### src/rtl/ftoi_unit.sv
// rtl/ftoi_unit.sv - registered float32 to int32 converter, round half away from zero
module ftoi_unit (
   input  logic        clk,
   input  logic        rstn,
   input  logic        in_valid,
   input  logic [31:0] x,
   output logic        out_valid,
   output logic [31:0] y,
   output logic        exception
);

   logic        sgn;
   logic [7:0]  e;
   logic [22:0] m;
   logic [23:0] sig;
   logic [7:0]  rdist;
   logic [7:0]  ldist;
   logic [24:0] rshifted;
   logic [31:0] mag;
   logic [31:0] y_next;
   logic        exc_next;

   assign sgn   = x[31];
   assign e     = x[30:23];
   assign m     = x[22:0];
   assign sig   = {1'b1, m};
   assign rdist = 8'd150 - e;
   assign ldist = e - 8'd150;

   // Shift a guard bit along with the significand so bit 0 is the first dropped bit.
   assign rshifted = {sig, 1'b0} >> rdist[4:0];

   always_comb begin
      mag = 32'd0;
      if (e <= 8'd125)
         mag = 32'd0;
      else if (e == 8'd126)
         mag = 32'd1;
      else if (e <= 8'd150)
         mag = {8'd0, rshifted[24:1]} + {31'd0, rshifted[0]};
      else
         mag = {8'd0, sig} << ldist[2:0];
   end

   always_comb begin
      y_next   = 32'd0;
      exc_next = 1'b0;
      if (e == 8'd255) begin
         exc_next = 1'b1;
         y_next   = (m != 23'd0 || !sgn) ? 32'h7fff_ffff : 32'h8000_0000;
      end else if (e >= 8'd158) begin
         // -2^31 is the one value at this magnitude that int32 can hold.
         if (sgn && e == 8'd158 && m == 23'd0) begin
            y_next = 32'h8000_0000;
         end else begin
            exc_next = 1'b1;
            y_next   = sgn ? 32'h8000_0000 : 32'h7fff_ffff;
         end
      end else if (e != 8'd0) begin
         y_next = sgn ? (32'd0 - mag) : mag;
      end
   end

   always_ff @(posedge clk or negedge rstn) begin
      if (!rstn) begin
         out_valid <= 1'b0;
         y         <= 32'd0;
         exception <= 1'b0;
      end else begin
         out_valid <= in_valid;
         if (in_valid) begin
            y         <= y_next;
            exception <= exc_next;
         end
      end
   end

endmodule

### config.mk
export PLATFORM = sky130hd
export DESIGN_NAME = ftoi_unit
export DESIGN_NICKNAME = d
export VERILOG_FILES = /design/src/rtl/ftoi_unit.sv
export SDC_FILE = /design/constraint.sdc
export NUM_CORES = 1
export LEC_CHECK = 0
export CORE_MARGIN = 4
export CORE_UTILIZATION = 50
export DETAILED_ROUTE_END_ITERATION = 6
export PLACE_DENSITY = 0.83
export SYNTH_ARGS = -nofsm -noshare
export SYNTH_HDL_FRONTEND = slang
export SYNTH_SLANG_ARGS = --single-unit
### constraint.sdc
create_clock -name clk -period 1.16 [get_ports clk]
set_input_delay 0.232 -clock clk [delete_from_list [all_inputs] [get_ports clk]]
set_output_delay 0.232 -clock clk [all_outputs]
set_load 0.02 [all_outputs]
==> results of run 1 <==
[metrics by stage]
step | utilization (%) | hold slack, ns | instance area [um2] | instances | setup WS, ns
floorplan | - | -0.0636 | 6600 | 850 | -3.77
global placement | 77.3 | 0.463 | 9400 | 1328 | -3.86
detailed placement | 77.3 | 0.507 | 9400 | 1328 | -4.15
CTS | 85.1 | 0.340 | 10300 | 1362 | -3.26
[cell families after synthesis]
kind of cell	Yosys count	share of synthesized area [%]
AND/OR/NAND/NOR	347	29.0
adder cells (fa/ha/maj)	11	2.19
multiplexers	85	16.9
XOR/XNOR	29	4.04
AO/OA/AOI/OAI	258	27.7
buffers and inverters	86	6.65
flip-flops	34	13.5
[layer usage]
metal	GRT overflow	global-route usage, %
met1	2	76.6
met2	80	92.9
met3	8	64.3
met4	57	86.0
met5	1	21.3
[repair_timing]
action | 4_1_cts
buffers inserted | 29
pin swaps | 65
resized for setup | 266
setup endpoints to repair | 67
==> summary.md, run 1 <==
| Metric | Value |
|---|---|
| Outcome | did not finish |
| GPL Wtd Cong | 1.06 |
| Clock tree buffer depth | 2 |
| Unique cell type count in the Yosys netlist | 97 |
| Register area share after synthesis | 13.5% |
| Syn Inst Count | 850 |
| Failed at | global routing |
| Synth area leader | dfrtp_1 |
| Initial cell density of the core | 51.7% |
| Largest net degree at the start of global routing | 41 |
| I/O pin total | 69 |
| GRT Util Overall | 78.4% |
| Number of synthesized flops with an enable pin | 0 |
| Error msg | [ERROR GRT-0232] Routing congestion too high. Check the congestion heatmap in the GUI. |
| Async S/R FF share, synth | 100% |
| Post-synth top cells | nand2_1 (101), nor2_1 (72), o21ai_0 (66) |
| Category of the worst endpoint | register input |
| # rows | 40 |
| Flip-flop and latch count after synthesis | 34 |
| Die X-Extent | 120 um |
| Die Height | 120 um |
| Ys Warns | 0 |
| Synth area leaders | dfrtp_1 (14%), mux2i_1 (7.8%), nand2_1 (6.0%), mux4_2 (5.4%), o21ai_0 (5.3%) |
| Root Driver | clkbuf_16 |
| CTS Buf Count | 5 |
| GRT worst endpoint | y[25]$_DFFE_PN0P_/D |
| Syn avg cell area | 7.39 um2 |
| Share of the synthesized area in the top cell type | 13.5% |
| Synthesized Nets | 896 |
| Synth Cell Area | 0.00628 mm2 |
| Grt total ovfl | 148 |
| Most used DFF post-synth | dfrtp_1 |
| Most numerous cell in the Yosys netlist | nand2_1 |
| IO Port Bufs | 68 |
| CTS H-tree lvls | 2 |
| Hold_buf cts | 0 |
| CTS sink count | 34 |
| HPWL after detailed placement | 22,100 um |
==> run 2: changes to the inputs <==
Settings changed: CORE_UTILIZATION 50 to 35, PLACE_DENSITY 0.83 to unset, PLACE_DENSITY_LB_ADDON set to 0.15.
==> run 2 against run 1 <==
Compared with the run above: the flow now finishes, with violations (negative setup slack); synthesized cell count did not move; area after synthesis stayed put.
==> summary.md, run 2 <==
| Metric | Value |
|---|---|
| Die X-Extent | 142 um (was 120 um) |
| Diode count | 0 |
| Largest register by flop count | y |
| HPWL after detailed placement | 21,900 um (was 22,100 um) |
| Synth Cell Area | 0.00628 mm2 (unchanged) |
| Failing checks | negative setup slack |
| Die Height | 142 um (was 120 um) |
| Clock skew | 0 ns |
| Layout cells sized above 1 | 49.1% |
| CTS Buf Count | 5 (unchanged) |
| Number of synthesized flops with an enable pin | 0 (unchanged) |
| CTS sink count | 34 (unchanged) |
| Pre-antenna DRT Iters | 5 |
| CTS H-tree lvls | 2 (unchanged) |
| Most frequent cells in the layout | buf_4 (327), nand2_1 (90), nor2_1 (65), a21oi_1 (53), o21ai_0 (47) |
| I/O pin total | 69 (unchanged) |
| Startpoint types | input port |
| Ys Warns | 0 (unchanged) |
| Remaining antenna violation count | 0 |
| Final WS setup | -3.20 ns |
| Final core occ | 61.5% |
| Number of global-route vias before repair | 8,085 |
| Fin cells | 1,455 |
| Worst min-delay path class | in2async |
| TritonCTS clock tree | built |
| Largest register FFs | 32 |
| Max cap viols | 0 |
| Grt total ovfl | 0 |
| Drt drc | 0 |
| Setup Crit Path Kind | in2reg |
| Pwr per Cell Area | 896 mW/mm2 |
| Most numerous cell in the Yosys netlist | nand2_1 (unchanged) |
| Worst skew pair latency | 0.28 ns |
| Synthesized Nets | 896 (unchanged) |
| Core Region | 0.0175 mm2 |
| GPL Wtd Cong | 0.994 (was 1.06) |
| Synth area leader | dfrtp_1 (unchanged) |
| # rows | 48 (was 40) |
| Most used DFF post-synth | dfrtp_1 (unchanged) |
| Top flop regs | y (32), exception (1), out_valid (1) |
| Sw frac | 42.9% |
| Share of the synthesized area in the top cell type | 13.5% (unchanged) |
| Initial cell density of the core | 36.0% (was 51.7%) |
| Tcrit/Tclk final | 376% |
| Syn Inst Count | 850 (unchanged) |
| Outcome | finished, violations left (was did not finish) |
| First-pass GRT wire length | 43,800 um |
| Placement Cell Area | 0.00957 mm2 (was 0.00940 mm2) |
| Slew @ Worst Pin | 0.544 ns |
| Synth area leaders | dfrtp_1 (14%), mux2i_1 (7.8%), nand2_1 (6.0%), mux4_2 (5.4%), o21ai_0 (5.3%) (unchanged) |
| Final setup vio count | 33 |
| Leakage power | 4.73 nW |
| Final Hold Vio Count | 0 |
| Initial antenna violation count | 0 |
| Syn avg cell area | 7.39 um2 (unchanged) |
| Finished Cell Area | 0.0108 mm2 |
| Drt total wl | 28,400 um |
| Register area share after synthesis | 13.5% (unchanged) |
| Hold_buf cts | 0 (unchanged) |
| Max-slew violations | 0 |
| Clock tree buffer depth | 2 (unchanged) |
| Layout net count | 1,275 |
| VDD IR-drop max | 0.000884 V |
| Part of the power in registers | 15.1% |
| Min Hold Slack | 0.314 ns |
| Async S/R FF share, synth | 100% (unchanged) |
| Unique cell type count in the Yosys netlist | 97 (unchanged) |
| P&R area growth vs syn | 71.1% |
| CP endpoint kind | register |
| Slew HR | 63.6% |
| Design Power | 9.64 mW |
| Largest net degree at the start of global routing | 41 |
| Post-DR vias/cell | 5.79 |
| DP Cell Count | 1,398 (was 1,328) |
| Power Internal | 5.51 mW |
| GRT Util Overall | 27.0% |
| Clock slew at reported path FFs | 0.05 ns |
| Post-synth top cells | nand2_1 (101), nor2_1 (72), o21ai_0 (66) (unchanged) |
| Setup TNS | -92.22 ns |
| Clock network power share | 14.2% |
| Via count | 8,425 |
| WP data arrival | 4.52 ns |
| Commonest non-fill, non-tap cell in the layout | buf_4 |
| CP max FO | 6 |
| Fmax | 229 MHz |
| Place WS | -4.05 ns (was -4.15 ns) |
| Root Driver | clkbuf_16 (unchanged) |
| Switch Pwr | 4.13 mW |
| Crit path time final | 4.36 ns |
| WL/cell | 19.5 um |
| CP Data Required Time | 1.32 ns |
| IO Port Bufs | 68 (unchanged) |
| DRT iter0 DRCs | 645 |
| DIE AREA | 0.0202 mm2 |
| Comb power frac | 70.6% |
| Flip-flop and latch count after synthesis | 34 (unchanged) |
| RSZ-0062 raised after global routing | yes |
[run 2: cell counts after synthesis]
Identical to the previous run, type by type.
[run 2: power by group through the flow]
stage          logic, mW  registers (mW)  clock network (mW)
2_1_floorplan       2.84            1.71                   0
3_3_place_gp        5.82            1.48                   0
3_5_place_dp        5.84            1.48                   0
4_1_cts             6.34            1.47                1.38
5_1_grt             7.23            1.49                1.44
6_report            6.81            1.46                1.37
[run 2: critical path, stage by stage]
cell and delay [ns]:
buf_8 0.11, buf_6 0.12, ha_4 0.15, nor2b_4 0.13, or3_4 0.37, buf_6 0.16, buf_4 0.16, a31oi_1 0.14
a31oi_1 0.08, nor2_1 0.16, nor2_2 0.08, ha_4 0.18, ha_4 0.17, buf_4 0.13, nor3_4 0.16, nor3_4 0.08
a31oi_4 0.22, buf_6 0.14, nand3_4 0.08, or4_4 0.45, nor4_4 0.27, buf_4 0.18, buf_4 0.12, nand4_1 0.14
mux2i_1 0.23, nand3_1 0.09
[run 2: kinds of logic after synthesis]
logic type / count (synthesis) / synth area share (%)
buffers and inverters: 86 / 6.65
adders and majority gates: 11 / 2.19
DFF: 34 / 13.5
and+or+nand+nor: 347 / 29.0
xor gates and xnor gates: 29 / 4.04
muxes: 85 / 16.9
AOI/OAI and AO/OA: 258 / 27.7
[run 2: layout make-up]
| class | instances | area [um2] |
|---|---|---|
| repair buffers | 434 | 3470 |
| multi-input cells | 730 | 5900 |
| fillers | 1532 | 6720 |
| flip-flops and latches | 34 | 851 |
| well taps | 225 | 282 |
| clock inverters | 2 | 12.5 |
| clock buffers | 6 | 139 |
| inverters | 24 | 100 |
[run 2: final timing paths]
path / cells past startpoint / end / startpoint / slack (ns)
min: 2 / y[28] / rstn / 0.31
max in group asynchronous: 2 / y[24] / rstn / 0.66
max reg2reg: 5 / y[29] / y[29] / 0.10
min reg2reg: 2 / y[31] / y[31] / 0.50
min in group clk: 2 / out_valid / in_valid / 0.36
max: 26 / y[23] / x[24] / -3.20
[run 2: routing by layer]
metal,GRT usage [%],wire [um],vias to the layer above
met5,0,0,-
met4,11.5,1160,0
met3,3.36,1740,68
met2,44.0,13300,354
met1,36.1,12200,3999
li1,-,-,4004
[run 2: repair_timing]
action,in CTS,in global routing
setup endpoints to repair,67,57
pin swaps,48,41
resized for setup,265,94
setup buffers,41,9
(Power assumes the default switching activity.)
